## src/rtl/lfsr_draw_arb_if.sv

```systemverilog
// Requester/consumer side of the shared LFSR draw arbiter.
// master drives requests and seed loads; slave (the arbiter) returns grants and drawn values.
// All slave outputs are registered inside the arbiter.
interface lfsr_draw_arb_if;
  logic       seed_we;
  logic [8:0] seed;
  logic [1:0] req;
  logic [1:0] gnt;
  logic       valid;
  logic [8:0] rnd;
  logic       busy;

  modport master (
    output seed_we, seed, req,
    input  gnt, valid, rnd, busy
  );

  modport slave (
    input  seed_we, seed, req,
    output gnt, valid, rnd, busy
  );
endinterface

```

## src/rtl/lfsr_draw_arb.sv

```systemverilog
// Round-robin arbiter sharing one 9-bit Fibonacci LFSR between two requesters; owns seed loading.
// Latency: valid pulses STEPS+1 cycles after req is sampled in IDLE; one draw per STEPS+2 cycles max.
// No backpressure: req is a level, a granted draw always completes, valid is a single-cycle pulse.
module lfsr_draw_arb #(
  parameter int unsigned STEPS = 4  // shifts per draw, legal range 1..15
) (
  input  logic            clk,
  input  logic            rst_b,
  lfsr_draw_arb_if.slave  bus
);

  localparam logic [3:0] STEPS_C = 4'(STEPS);

  typedef enum logic [1:0] {
    IDLE = 2'd0,
    RUN  = 2'd1,
    DONE = 2'd2
  } state_t;

  state_t     state;
  logic [8:0] lfsr;
  logic [3:0] cnt;
  logic       last;   // index of the requester served most recently
  logic       win;    // index of the requester currently being served

  logic       fb;
  logic [8:0] lfsr_step;
  logic       pick;

  // Next LFSR value after a single shift.
  assign fb        = lfsr[8] ^ lfsr[6] ^ lfsr[5] ^ lfsr[3] ^ lfsr[2] ^ lfsr[0];
  assign lfsr_step = {lfsr[7:0], fb};

  // Winner selection: a lone request wins outright; on contention the one not served last wins.
  assign pick = (bus.req == 2'b11) ? ~last : (bus.req == 2'b10);

  // Sequencer: seed load / accept in IDLE, STEPS shifts in RUN, one valid cycle in DONE.
  always_ff @(posedge clk or negedge rst_b) begin
    if (!rst_b) begin
      state     <= IDLE;
      lfsr      <= 9'h001;
      cnt       <= 4'd0;
      last      <= 1'b1;
      win       <= 1'b0;
      bus.gnt   <= 2'b00;
      bus.valid <= 1'b0;
      bus.rnd   <= 9'h000;
      bus.busy  <= 1'b0;
    end else begin
      case (state)
        IDLE: begin
          if (bus.seed_we) begin
            // Seed wins over requests; zero would lock the LFSR, so it maps to 1.
            lfsr <= (bus.seed == 9'h000) ? 9'h001 : bus.seed;
          end else if (bus.req != 2'b00) begin
            win      <= pick;
            bus.gnt  <= pick ? 2'b10 : 2'b01;
            bus.busy <= 1'b1;
            cnt      <= STEPS_C;
            state    <= RUN;
          end
        end

        RUN: begin
          lfsr <= lfsr_step;
          cnt  <= cnt - 4'd1;
          if (cnt == 4'd1) begin
            // Final shift: present its result registered alongside the DONE state.
            bus.valid <= 1'b1;
            bus.rnd   <= lfsr_step;
            state     <= DONE;
          end
        end

        DONE: begin
          bus.valid <= 1'b0;
          bus.gnt   <= 2'b00;
          bus.busy  <= 1'b0;
          last      <= win;
          state     <= IDLE;
        end

        default: begin
          state <= IDLE;
        end
      endcase
    end
  end

endmodule

```

## src/flat_wrapper.sv

```systemverilog
// flat-port wrapper written by rule: the top's interface ports become plain ports
module lfsr_draw_arb_flat 
#(
  parameter int unsigned STEPS = 4                                       
)
  (clk, rst_b, bus_seed_we, bus_seed, bus_req, bus_gnt, bus_valid, bus_rnd, bus_busy);
  lfsr_draw_arb_if bus_i ();
  input  logic clk;
  input  logic rst_b;
  input wire logic [$bits(bus_i.seed_we)-1:0] bus_seed_we;
  input wire logic [$bits(bus_i.seed)-1:0] bus_seed;
  input wire logic [$bits(bus_i.req)-1:0] bus_req;
  output wire logic [$bits(bus_i.gnt)-1:0] bus_gnt;
  output wire logic [$bits(bus_i.valid)-1:0] bus_valid;
  output wire logic [$bits(bus_i.rnd)-1:0] bus_rnd;
  output wire logic [$bits(bus_i.busy)-1:0] bus_busy;
  assign bus_i.seed_we = bus_seed_we;
  assign bus_i.seed = bus_seed;
  assign bus_i.req = bus_req;
  assign bus_gnt = bus_i.gnt;
  assign bus_valid = bus_i.valid;
  assign bus_rnd = bus_i.rnd;
  assign bus_busy = bus_i.busy;
  lfsr_draw_arb #(.STEPS(STEPS)) u_core (.clk(clk), .rst_b(rst_b), .bus(bus_i));
endmodule
```

## config.mk

```make
export PLATFORM = sky130hd
export DESIGN_NAME = lfsr_draw_arb_flat
export DESIGN_NICKNAME = d
export VERILOG_FILES = /design/src/rtl/lfsr_draw_arb_if.sv /design/src/rtl/lfsr_draw_arb.sv /design/src/flat_wrapper.sv
export SDC_FILE = /design/constraint.sdc
export NUM_CORES = 1
export LEC_CHECK = 0
export ABC_AREA = 1
export CORE_MARGIN = 2
export CORE_UTILIZATION = 25
export DETAILED_ROUTE_END_ITERATION = 10
export HOLD_SLACK_MARGIN = 0.02
export PLACE_DENSITY = 0.45
export SLEW_MARGIN = 25
export SYNTH_ARGS = -nofsm -noshare
export SYNTH_HDL_FRONTEND = slang
export SYNTH_SLANG_ARGS = --single-unit
```

## constraint.sdc

```tcl
create_clock -name clk -period 2 [get_ports clk]
set_clock_uncertainty 0.1 [all_clocks]
set_input_delay 0.3 -clock clk [delete_from_list [all_inputs] [get_ports clk]]
set_output_delay 0.3 -clock clk [all_outputs]
set_load 0.02 [all_outputs]
```

* After elaboration in Yosys (flattened, before gate mapping) *
Cells that the tools add are included.

operators by class
  add/subtract/negate cells = 1
  eq/ne operators = 9
  multiplexer cells = 20
  bitwise gates (word level) = 7
  reduce and logical (&&, ||, !) cells = 13

operator list
  operator                                                            count
  9-bit two-way mux                                                   2
  9-bit one-hot mux with 2 select lines                               1
  2-bit two-way mux                                                   6
  3-bit AND reduction                                                 4
  9-bit zero test                                                     1
  4-bit two-way mux                                                   2
  2-bit one-hot mux with 2 select lines                               2
  4-bit one-hot mux with 2 select lines                               1
  2-bit nonzero test                                                  4
  2-bit == test, second input constant                                3
  2-bit AND reduction                                                 3
  1-bit XOR                                                           5
  4-bit by 1-bit == test with 1-bit output, second input constant     1
  1-bit two-way mux                                                   4
  2-bit by 1-bit != test with 1-bit output, second input constant     2
  2-bit != test, second input constant                                2
  1-bit one-hot mux with 2 select lines                               2
  4-bit by 1-bit subtractor with 4-bit output, second input constant  1
  2-bit by 1-bit == test with 1-bit output, second input constant     1
  2-bit zero test                                                     1
  1-bit NOT                                                           2

storage, ports and cells
  bits in registers = 30
  bits of input ports = 14
  output and inout bits = 13

* Longest topological paths before layout *
Gate-level depths: netlist of the first run.

  depth in word-level cells = 6
  mapped depth = 10
  gate-level depth less buffers = 10

* Least setup slack after synthesis of the first run *
Ideal clock, no wire load.

  path kind = register to register
  from = register u_core.cnt[1]
  to = register u_core.bus.rnd[0]
  setup time = 0.116 ns
  data arrival time = 1.079 ns
  slack = 0.705 ns
  cell stages (with the launch flop) = 9
  cells stage by stage = dfrtp_1 > inv_1 > ha_1 > nand2_1 > nor2_4 > inv_4 > buf_12 > nand2_1 > nand2_1

between the ends
  longest elaborated chain between the ends = 2

RTL lines
  element                                   line                    text
  start: declaration                        lfsr_draw_arb.sv:22     logic [3:0] cnt;
  start signal: assignment                  lfsr_draw_arb.sv:66     cnt <= cnt - 4'd1;
  4-bit by 1-bit == test with 1-bit output  lfsr_draw_arb.sv:67     if (cnt == 4'd1) begin
  2-bit AND reduction (no source line)      -
  end signal: assignment                    lfsr_draw_arb.sv:70     bus.rnd <= lfsr_step;
  end: declaration                          lfsr_draw_arb_if.sv:20  output gnt, valid, rnd, busy

No other way between the ends.
A chain may end at the register's enable or synchronous reset.

* Final worst setup path of the first run *
  from = register u_core.bus.rnd[2]
  to = output bus_rnd[2]

RTL lines
  element           line                text
  end: declaration  flat_wrapper.sv:15  output wire logic [$bits(bus_i.rnd)-1:0] bus_rnd;

No word-level cell between the ends.

==> results of run 1 <==
## how the worst min path moves through the flow
stage / start / slack [ps] / to
final: rst_b / 300 / u_core.cnt[3]$_DFFE_PN0P_
after global routing: rst_b / 360 / u_core.bus.rnd[0]$_DFFE_PN0P_
after CTS: rst_b / 320 / u_core.cnt[3]$_DFFE_PN0P_
after detailed placement: u_core.bus.rnd[4]$_DFFE_PN0P_ / 370 / u_core.bus.rnd[4]$_DFFE_PN0P_
after global placement: u_core.bus.valid$_DFFE_PN0P_ / 370 / u_core.bus.valid$_DFFE_PN0P_
after floorplan: rst_b / -100 / u_core.bus.busy$_DFFE_PN0P_
## routing by layer
metal,wire length (um),share of wire [%]
met4,75,2.3
met5,0,0
met2,1480,46
met3,124,3.8
met1,1570,48
## synthesized netlist by cell type (3+ instances only)
master / number
dfrtp_1: 28
o21ai_2: 8
o211ai_1: 3
a22oi_1: 4
o21ai_0: 8
nand2_1: 51
nor2_1: 8
o22ai_1: 3
a21oi_1: 5
inv_2: 3
inv_1: 22
nand3_1: 8
## power by group through the flow
| stage | sequential (mW) | combinational, mW | clock, mW |
|---|---|---|---|
| after global placement | 1.12 | 1.58 | 0 |
| after CTS | 1.11 | 1.60 | 0.530 |
| after global routing | 1.15 | 1.78 | 0.568 |
| final | 1.11 | 1.56 | 0.510 |
| after floorplan | 1.21 | 1.04 | 0 |
| after detailed placement | 1.12 | 1.59 | 0 |
## area by class of cell
cell class / count / area, sq um
Multi-Input combinational cell: 111 / 593
Clock buffer: 7 / 86.3
Timing Repair Buffer: 28 / 275
Sequential cell: 30 / 753
Inverter: 27 / 106
Tap cell: 75 / 93.8
Fill cell: 627 / 3940
Clock inverter: 1 / 5.00
## metrics by stage
step	util [%]	power [mW]
floorplan	-	2.24
global placement	31.1	2.71
detailed placement	31.1	2.72
CTS	32.7	3.24
global route	32.7	3.49
finish	32.7	3.18
## cell families (layout without fill, tap and decap cells)
family	count (synthesis)	in the layout	share of synthesized area [%]
fa+ha+maj	2	2	1.67
buf+inv	30	63	9.96
compound gates	38	38	18.0
flops	30	30	50.4
xor+xnor	1	1	0.586
simple gates	70	70	19.4
## state kept, by name (all words and copies together) (netlist names)
| name | count |
|---|---|
| u_core.bus.busy | 1 |
| u_core.bus.gnt | 2 |
| u_core.bus.rnd | 9 |
| u_core.bus.valid | 1 |
| u_core.cnt | 4 |
| u_core.last | 1 |
| u_core.lfsr | 9 |
| u_core.state | 2 |
| u_core.win | 1 |
==> results.json, run 1 <==
{
  "status": "finished, final reports clean",
  "core_area_sq_um": 5850,
  "wl_mm": 3.25,
  "cp_max_fo": 2,
  "slowest_stage": "clkdlybuf4s50_1",
  "hold_viol": 0,
  "grt.overflow.total": 0,
  "n_antenna_cell": 0,
  "slew_headroom_pct": 73.5,
  "hp-class": "in2async",
  "cts-buffers-inserted": 5,
  "cp.required_ps": 1600,
  "synth_area_leader_cell": "dfrtp_1",
  "p_leak_nw": 0.919,
  "syn_nets": 187,
  "portBuffers": 26,
  "antenna_left": 0,
  "use_met2_pct": 17.5,
  "synth.cell_area_sq_um": 1500,
  "die-area_sq_um": 6620,
  "setup_viol": 0,
  "path_buf_inv": 1,
  "vias": 1183,
  "rr_startpoint": "u_core.state[0]$_DFFE_PN0P_",
  "syn_avg_cell_area_sq_um": 8.74,
  "htreeDepth": 2,
  "met1_usage_pct": 14.6,
  "fin_crit_sh_pct": 83.3,
  "fmax_ghz": 0.600,
  "root_buffer": "clkbuf_8",
  "rr_worst_depth": 7,
  "power.switching_mw": 1.35,
  "fin_cells": 279,
  "dpl_cell_area_sq_um": 1820,
  "layout_min_cycle_time_ps": 1670,
  "place_congestion": 0.833,
  "power.clock.fraction_pct": 16.0,
  "synth_top_area_share_pct": 46.9,
  "max-vdd-ir-drop_uv": 380,
  "setup_tns_ps": 0,
  "yosys.cell_types.count": 27,
  "syn_inst": 171,
  "nets": 219,
  "ctsHoldBuffers": 0,
  "layout_common_cells": "51 x nand2_1, 28 x dfrtp_1, 26 x clkdlybuf4s50_1, 22 x inv_1",
  "ys.flop_type": "dfrtp_1",
  "cp-end-kind": "output pin",
  "antenna_found_initial": 0,
  "cpPeakStageDelay_ps": 610,
  "clk_pin_slew_ps": 70,
  "grt_pass1_vias": 1163,
  "crit_chain": "clkdlybuf4s50_1",
  "drv_slew": 0,
  "cp_data_arrival_time_ps": 1270,
  "worstSetupStartpointType": "flop",
  "dp_hpwl_mm": 2.38,
  "initial_utilization_pct": 25.6,
  "p_int_mw": 1.83,
  "final_common_cell": "nand2_1",
  "avgViaCountPerCell": 4.24,
  "synthArstFlopShare_pct": 100,
  "sw_frac_of_total_pct": 42.5,
  "post_cts_buffers": 0,
  "synth_area_leaders": "dfrtp_1 47%, nand2_1 13%, inv_1 5.5%",
  "clock_path_buffers": 2,
  "grt_start_max_net_pins": 31,
  "drive_gt1_share_pct": 14.7,
  "p_comb_share_pct": 49.2,
  "io_pins": 27,
  "setup_slack_ps": 334,
  "rrSetupSlack_ps": 540,
  "clk_latency_ps": 280,
  "clock-sinks": 30,
  "fin_area_sq_um": 1910,
  "drv_cap": 0,
  "synth_seq_cells": 30,
  "yosysSeqAreaShare_pct": 50.4,
  "die_y_um": 81.3,
  "grt.total_usage_pct": 11.6,
  "rsz0062_at_grt": "no",
  "die_x_um": 81.3,
  "pre_cts_ws_ps": 247,
  "ys_warn_count": 0,
  "synth-edff-count": 0,
  "r2r-end": "u_core.lfsr[0]$_DFFE_PN1P_",
  "grt_pass1_wl_mm": 5.56,
  "crit_start": "u_core.bus.rnd[2]$_DFFE_PN0P_",
  "drt_iter0_markers": 47,
  "seqPwrFrac_pct": 34.8,
  "tightest_slew_ps": 397,
  "firstDrtPassIters": 4,
  "cts_tree": "built",
  "busiest_layer": "met2",
  "rows": 28,
  "crit_cells": 1,
  "fin_hold_ws_ps": 302,
  "area_growth_pct": 27.9,
  "cts-resized-gates": 0,
  "crit_type": "reg2out",
  "drc": 0,
  "crit_end": "bus_rnd[2]",
  "powerDensity_nw_per_um2": 1660,
  "avgRoutedWirePerCell_um": 11.6,
  "met3_usage_pct": 3.78,
  "crit_family": "buffers and inverters",
  "dp_cells": 271
}
No activity file was read; power rests on OpenSTA's default activity.
==> inputs of run 2 (changes only) <==
Settings changed: PLACE_DENSITY 0.45 to 0.47.
Clock period 2 ns to 1.4 ns, I/O delays scaled along.
==> results.json, run 2 (synthesis gave the netlist of run 1 again) <==
{
  "clock_path_buffers": 2,
  "grt_pass1_vias": 1217,
  "slew_headroom_pct": 79.1,
  "die-area_sq_um": 6620,
  "grt.total_usage_pct": 11.6,
  "setup_tns_ps": 0,
  "avgViaCountPerCell": 4.18,
  "hp-class": "in2async",
  "fillCellCount": 616,
  "cts_tree": "built",
  "grt_start_max_net_pins": 31,
  "dpl_cell_area_sq_um": 1920,
  "dp_hpwl_mm": 2.46,
  "path_buf_inv": 1,
  "fin_crit_sh_pct": 92.1,
  "clk_pin_slew_ps": 70,
  "drv_cap": 0,
  "layout_min_cycle_time_ps": 1290,
  "r2r-end": "u_core.lfsr[8]$_DFFE_PN0P_",
  "firstDrtPassIters": 4,
  "crit_chain": "dlygate4sd2_1",
  "drc": 0,
  "grt_pass1_wl_mm": 5.60,
  "tightest_slew_ps": 311,
  "rows": 28,
  "wl_mm": 3.30,
  "clock-sinks": 30,
  "n_antenna_cell": 0,
  "antenna_found_initial": 0,
  "rr_worst_depth": 5,
  "grt.overflow.total": 0,
  "crit_type": "reg2out",
  "avgRoutedWirePerCell_um": 11.3,
  "cp.required_ps": 1090,
  "slowest_stage": "dfrtp_1",
  "largest_registers": "u_core.bus.rnd (9), u_core.lfsr (9), u_core.cnt (4)",
  "drt_iter0_markers": 63,
  "vias": 1222,
  "cp_max_fo": 2,
  "drv_slew": 0,
  "power_mw": 4.60,
  "drive_gt1_share_pct": 19.4,
  "multiInputGateArea_sq_um": 593,
  "layout_common_cells": "51 x nand2_1, 28 x dfrtp_1, 21 x inv_1, 14 x buf_4",
  "fin_area_sq_um": 2000,
  "area_growth_pct": 33.6,
  "crit_family": "flip-flops",
  "cpPeakStageDelay_ps": 380,
  "portBuffers": 26,
  "cts-buffers-inserted": 5,
  "status": "finished, final reports clean",
  "core_area_sq_um": 5850,
  "rr_startpoint": "u_core.state[0]$_DFFE_PN0P_",
  "cp-end-kind": "output pin",
  "worstSetupStartpointType": "flop",
  "pre_cts_ws_ps": -188,
  "ctsHoldBuffers": 0,
  "crit_end": "bus_rnd[0]",
  "clk_latency_ps": 280,
  "powerDensity_nw_per_um2": 2300,
  "die_x_um": 81.3,
  "antenna_left": 0,
  "die_y_um": 81.3,
  "max-vdd-ir-drop_uv": 609,
  "nets": 232,
  "crit_cells": 1,
  "hold_viol": 0,
  "crit_start": "u_core.bus.rnd[0]$_DFFE_PN0P_",
  "register_area_sq_um": 753,
  "htreeDepth": 2,
  "p_leak_nw": 1.01,
  "io_pins": 27,
  "cp_data_arrival_time_ps": 980,
  "initial_utilization_pct": 25.6,
  "rsz0062_at_grt": "no",
  "place_congestion": 0.830,
  "setup_slack_ps": 110,
  "root_buffer": "clkbuf_8",
  "fmax_ghz": 0.775,
  "rrSetupSlack_ps": 120,
  "setup_viol": 0,
  "final_common_cell": "nand2_1"
}
-- run 2: changes by cell type in the layout (fill, tap and decap cells not counted), moves of 2 or more --
cell             change
buf_4               +12
clkbuf_1             +2
clkdlybuf4s50_1     -13
dlygate4sd2_1       +13
-- run 2: power breakdown --
group | switching, mW | internal (mW) | total (mW)
sequential | 0.247 | 1.31 | 1.56
combinational | 1.39 | 0.994 | 2.39
clock | 0.304 | 0.352 | 0.656
-- run 2: cell type report --
type                       instances  area share (%)
inverter                          27            5.45
timing repair buffer              41            18.5
sequential                        30            37.7
tap                               75            4.70
multi-input combinational        111            29.7
clock buffer                       8            4.01
-- run 2: stage by stage --
stage	hold WS [ps]	cells	util, %
final	188	292	34.2
after global routing	215	292	34.2
after CTS	189	291	34.0
after detailed placement	370	283	32.9
after global placement	369	283	32.9
after floorplan	-186	171	-
-- run 2: layer usage --
metal,GRT usage [%],vias to the layer above,routed length [um]
li1,-,641,-
met5,0,-,0
met1,15.4,552,1680
met2,17.0,22,1400
met4,6.10,0,83
met3,3.11,7,131
-- run 2: what timing repair did --
action | 4_1_cts | 5_1_grt
setup endpoints to repair | 13 | 7
resized for setup | 13 | 3
buffers inserted | 0 | 1
-- run 2: how the worst min path moves through the flow --
stage,to,cells past startpoint
after floorplan,u_core.bus.busy$_DFFE_PN0P_,0
after global placement,u_core.bus.rnd[6]$_DFFE_PN0P_,2
after detailed placement,u_core.bus.rnd[6]$_DFFE_PN0P_,2
after CTS,u_core.lfsr[2]$_DFFE_PN0P_,2
after global routing,u_core.lfsr[2]$_DFFE_PN0P_,2
final,u_core.lfsr[2]$_DFFE_PN0P_,2
==> inputs of run 3 (changes only) <==
Settings changed: ABC_AREA 1 to not set, CORE_UTILIZATION 25 to 46, MAX_ROUTING_LAYER set to met4, PLACE_DENSITY 0.47 to 0.75.
==> results.json, run 3 <==
{
  "status": "finished, violations left",
  "violations": "setup timing",
  "grt_pass1_vias": 1352,
  "grt.total_usage_pct": 22.4,
  "layout_common_cells": "28 x dfrtp_1, 25 x buf_4, 17 x nand2_1, 13 x clkdlybuf4s50_1",
  "drt_iter0_markers": 38,
  "die_x_um": 60.4,
  "rsz0062_at_grt": "yes",
  "cp-end-kind": "flop",
  "clk_pin_slew_ps": 100,
  "place_congestion": 0.845,
  "antenna_found_initial": 0,
  "fin_crit_sh_pct": 113,
  "avgViaCountPerCell": 5.29,
  "cp_max_fo": 2,
  "setup_slack_ps": -177,
  "synth_area_leader_cell": "dfrtp_1",
  "crit_family": "XOR/XNOR gates",
  "powerDensity_nw_per_um2": 2310,
  "synthTopCellsByCount": "28 x dfrtp_1, 18 x nand2_1, 15 x o21ai_0",
  "met1_usage_pct": 25.2,
  "wl_mm": 3.58,
  "clk_latency_ps": 330,
  "largest_registers": "u_core.bus.rnd (9), u_core.lfsr (9), u_core.cnt (4)",
  "rows": 20,
  "power_mw": 4.93,
  "synthArstFlopShare_pct": 100,
  "dpl_cell_area_sq_um": 1960,
  "hp-class": "in2async",
  "fmax_ghz": 0.634,
  "hold_viol": 0,
  "yosysSeqAreaShare_pct": 51.5,
  "nets": 212,
  "avgRoutedWirePerCell_um": 14.9,
  "clock-sinks": 30,
  "crit_chain": "xnor3_2 > xor2_2 > xnor2_1 > mux2_4",
  "synth.cell_area_sq_um": 1460,
  "final_util_pct": 70.5,
  "antenna_left": 0,
  "ctsHoldBuffers": 0,
  "ys.flop_type": "dfrtp_1",
  "met3_usage_pct": 7.68,
  "fin_cells": 241,
  "die_y_um": 60.4,
  "vias": 1275,
  "max-vdd-ir-drop_uv": 1200,
  "core_area_sq_um": 3030,
  "n_antenna_cell": 0,
  "root_buffer": "clkbuf_4",
  "fillCellCount": 239,
  "area_growth_pct": 45.9,
  "ys_warn_count": 0,
  "syn_avg_cell_area_sq_um": 10.6,
  "yosys.cell_types.count": 37,
  "io_pins": 27,
  "yosysMostFrequentCell": "dfrtp_1",
  "grt_pass1_wl_mm": 5.76,
  "p_leak_nw": 0.976,
  "layout_min_cycle_time_ps": 1580,
  "dp_hpwl_mm": 2.35,
  "syn_inst": 138,
  "drc": 0,
  "htreeDepth": 2,
  "slew_headroom_pct": 78.9,
  "setup_tns_ps": -1750,
  "grt_start_max_net_pins": 31,
  "fin_area_sq_um": 2130,
  "drv_cap": 0,
  "grt.overflow.total": 0,
  "drive_gt1_share_pct": 35.0,
  "clock_path_buffers": 2,
  "die-area_sq_um": 3650,
  "busiest_layer": "met2",
  "cts-buffers-inserted": 5,
  "tightest_slew_ps": 313,
  "cpPeakStageDelay_ps": 450,
  "synth_area_leaders": "dfrtp_1 48%, mux2_2 6.9%, o21ai_0 5.1%",
  "cp.required_ps": 1530,
  "fin_hold_ws_ps": 140,
  "syn_nets": 154,
  "worstSetupStartpointType": "flop",
  "synth_seq_cells": 30,
  "firstDrtPassIters": 4,
  "initial_utilization_pct": 48.3,
  "final_common_cell": "dfrtp_1",
  "dp_cells": 226,
  "cts_tree": "built",
  "slowest_stage": "xnor3_2",
  "path_buf_inv": 0,
  "portBuffers": 26,
  "setup_viol": 11,
  "use_met2_pct": 36.6,
  "synth_top_area_share_pct": 47.9,
  "cp_data_arrival_time_ps": 1700,
  "crit_type": "reg2reg",
  "drv_slew": 0,
  "pre_cts_ws_ps": -219,
  "synth-edff-count": 0
}
[run 3: changes by cell type in the layout (fill, tap and decap cells not counted), moves of 5 or more]
cell	delta
a31oi_1	+7
and2_1	+7
buf_4	+11
buf_6	+6
clkbuf_4	+5
clkbuf_8	-5
inv_1	-18
mux2_2	+7
nand2_1	-34
nand3_1	-8
o21ai_2	-8
[run 3: cell type report]
cell class	instances	area (sq um)	area share [%]
flip-flops and latches	30	753	35.3
multi-input cells	96	732	34.3
repair buffers	58	523	24.5
well taps	44	55.1	2.58
clock buffers	8	48.8	2.29
inverters	5	22.5	1.06
[run 3: layer usage]
metal	up-vias	wire, um
li1	594	-
met1	631	1530
met2	41	1750
met3	9	229
met4	0	68
met5	-	0
[run 3: kinds of logic after synthesis]
kind of cell,Yosys count,share of synthesized area (%)
and+or+nand+nor,42,14.0
AOI/OAI and AO/OA,37,15.9
DFF,30,51.5
buffers and inverters,12,3.85
muxes,10,7.96
xor gates and xnor gates,5,5.05
adders and majority gates,2,1.71
[run 3: worst paths after layout]
check                      cells after the start                     startpoint                            end  slack [ps]
max reg2reg                                    4     u_core.lfsr[6]$_DFFE_PN0P_  u_core.bus.rnd[0]$_DFFE_PN0P_        -180
min reg2reg                                    1  u_core.bus.rnd[1]$_DFFE_PN0P_  u_core.bus.rnd[1]$_DFFE_PN0P_         410
max                                            4     u_core.lfsr[6]$_DFFE_PN0P_  u_core.bus.rnd[0]$_DFFE_PN0P_        -180
max in group asynchronous                      2                          rst_b        u_core.last$_DFFE_PN1P_         810
min in group clk                               1  u_core.bus.rnd[1]$_DFFE_PN0P_  u_core.bus.rnd[1]$_DFFE_PN0P_         410
min                                            2                          rst_b     u_core.lfsr[7]$_DFFE_PN0P_         140
[run 3: repair_timing]
action	in CTS	in global routing
hold endpoints to repair	0	0
pin swaps	2	6
buffers inserted	5	6
gates resized for setup	22	18
setup endpoints to repair	27	28
[run 3: power by group]
part / switching [mW] / internal, mW / total, mW
Combinational: 1.30 / 1.55 / 2.86
Sequential: 0.288 / 1.28 / 1.57
Clock: 0.297 / 0.200 / 0.497
Total: 1.89 / 3.04 / 4.93
[run 3: worst reg2reg max path, stage by stage (launching register included)]
cell and delay (ps):
dfrtp_1 360, xnor3_2 450, xor2_2 180, xnor2_1 140
mux2_4 250
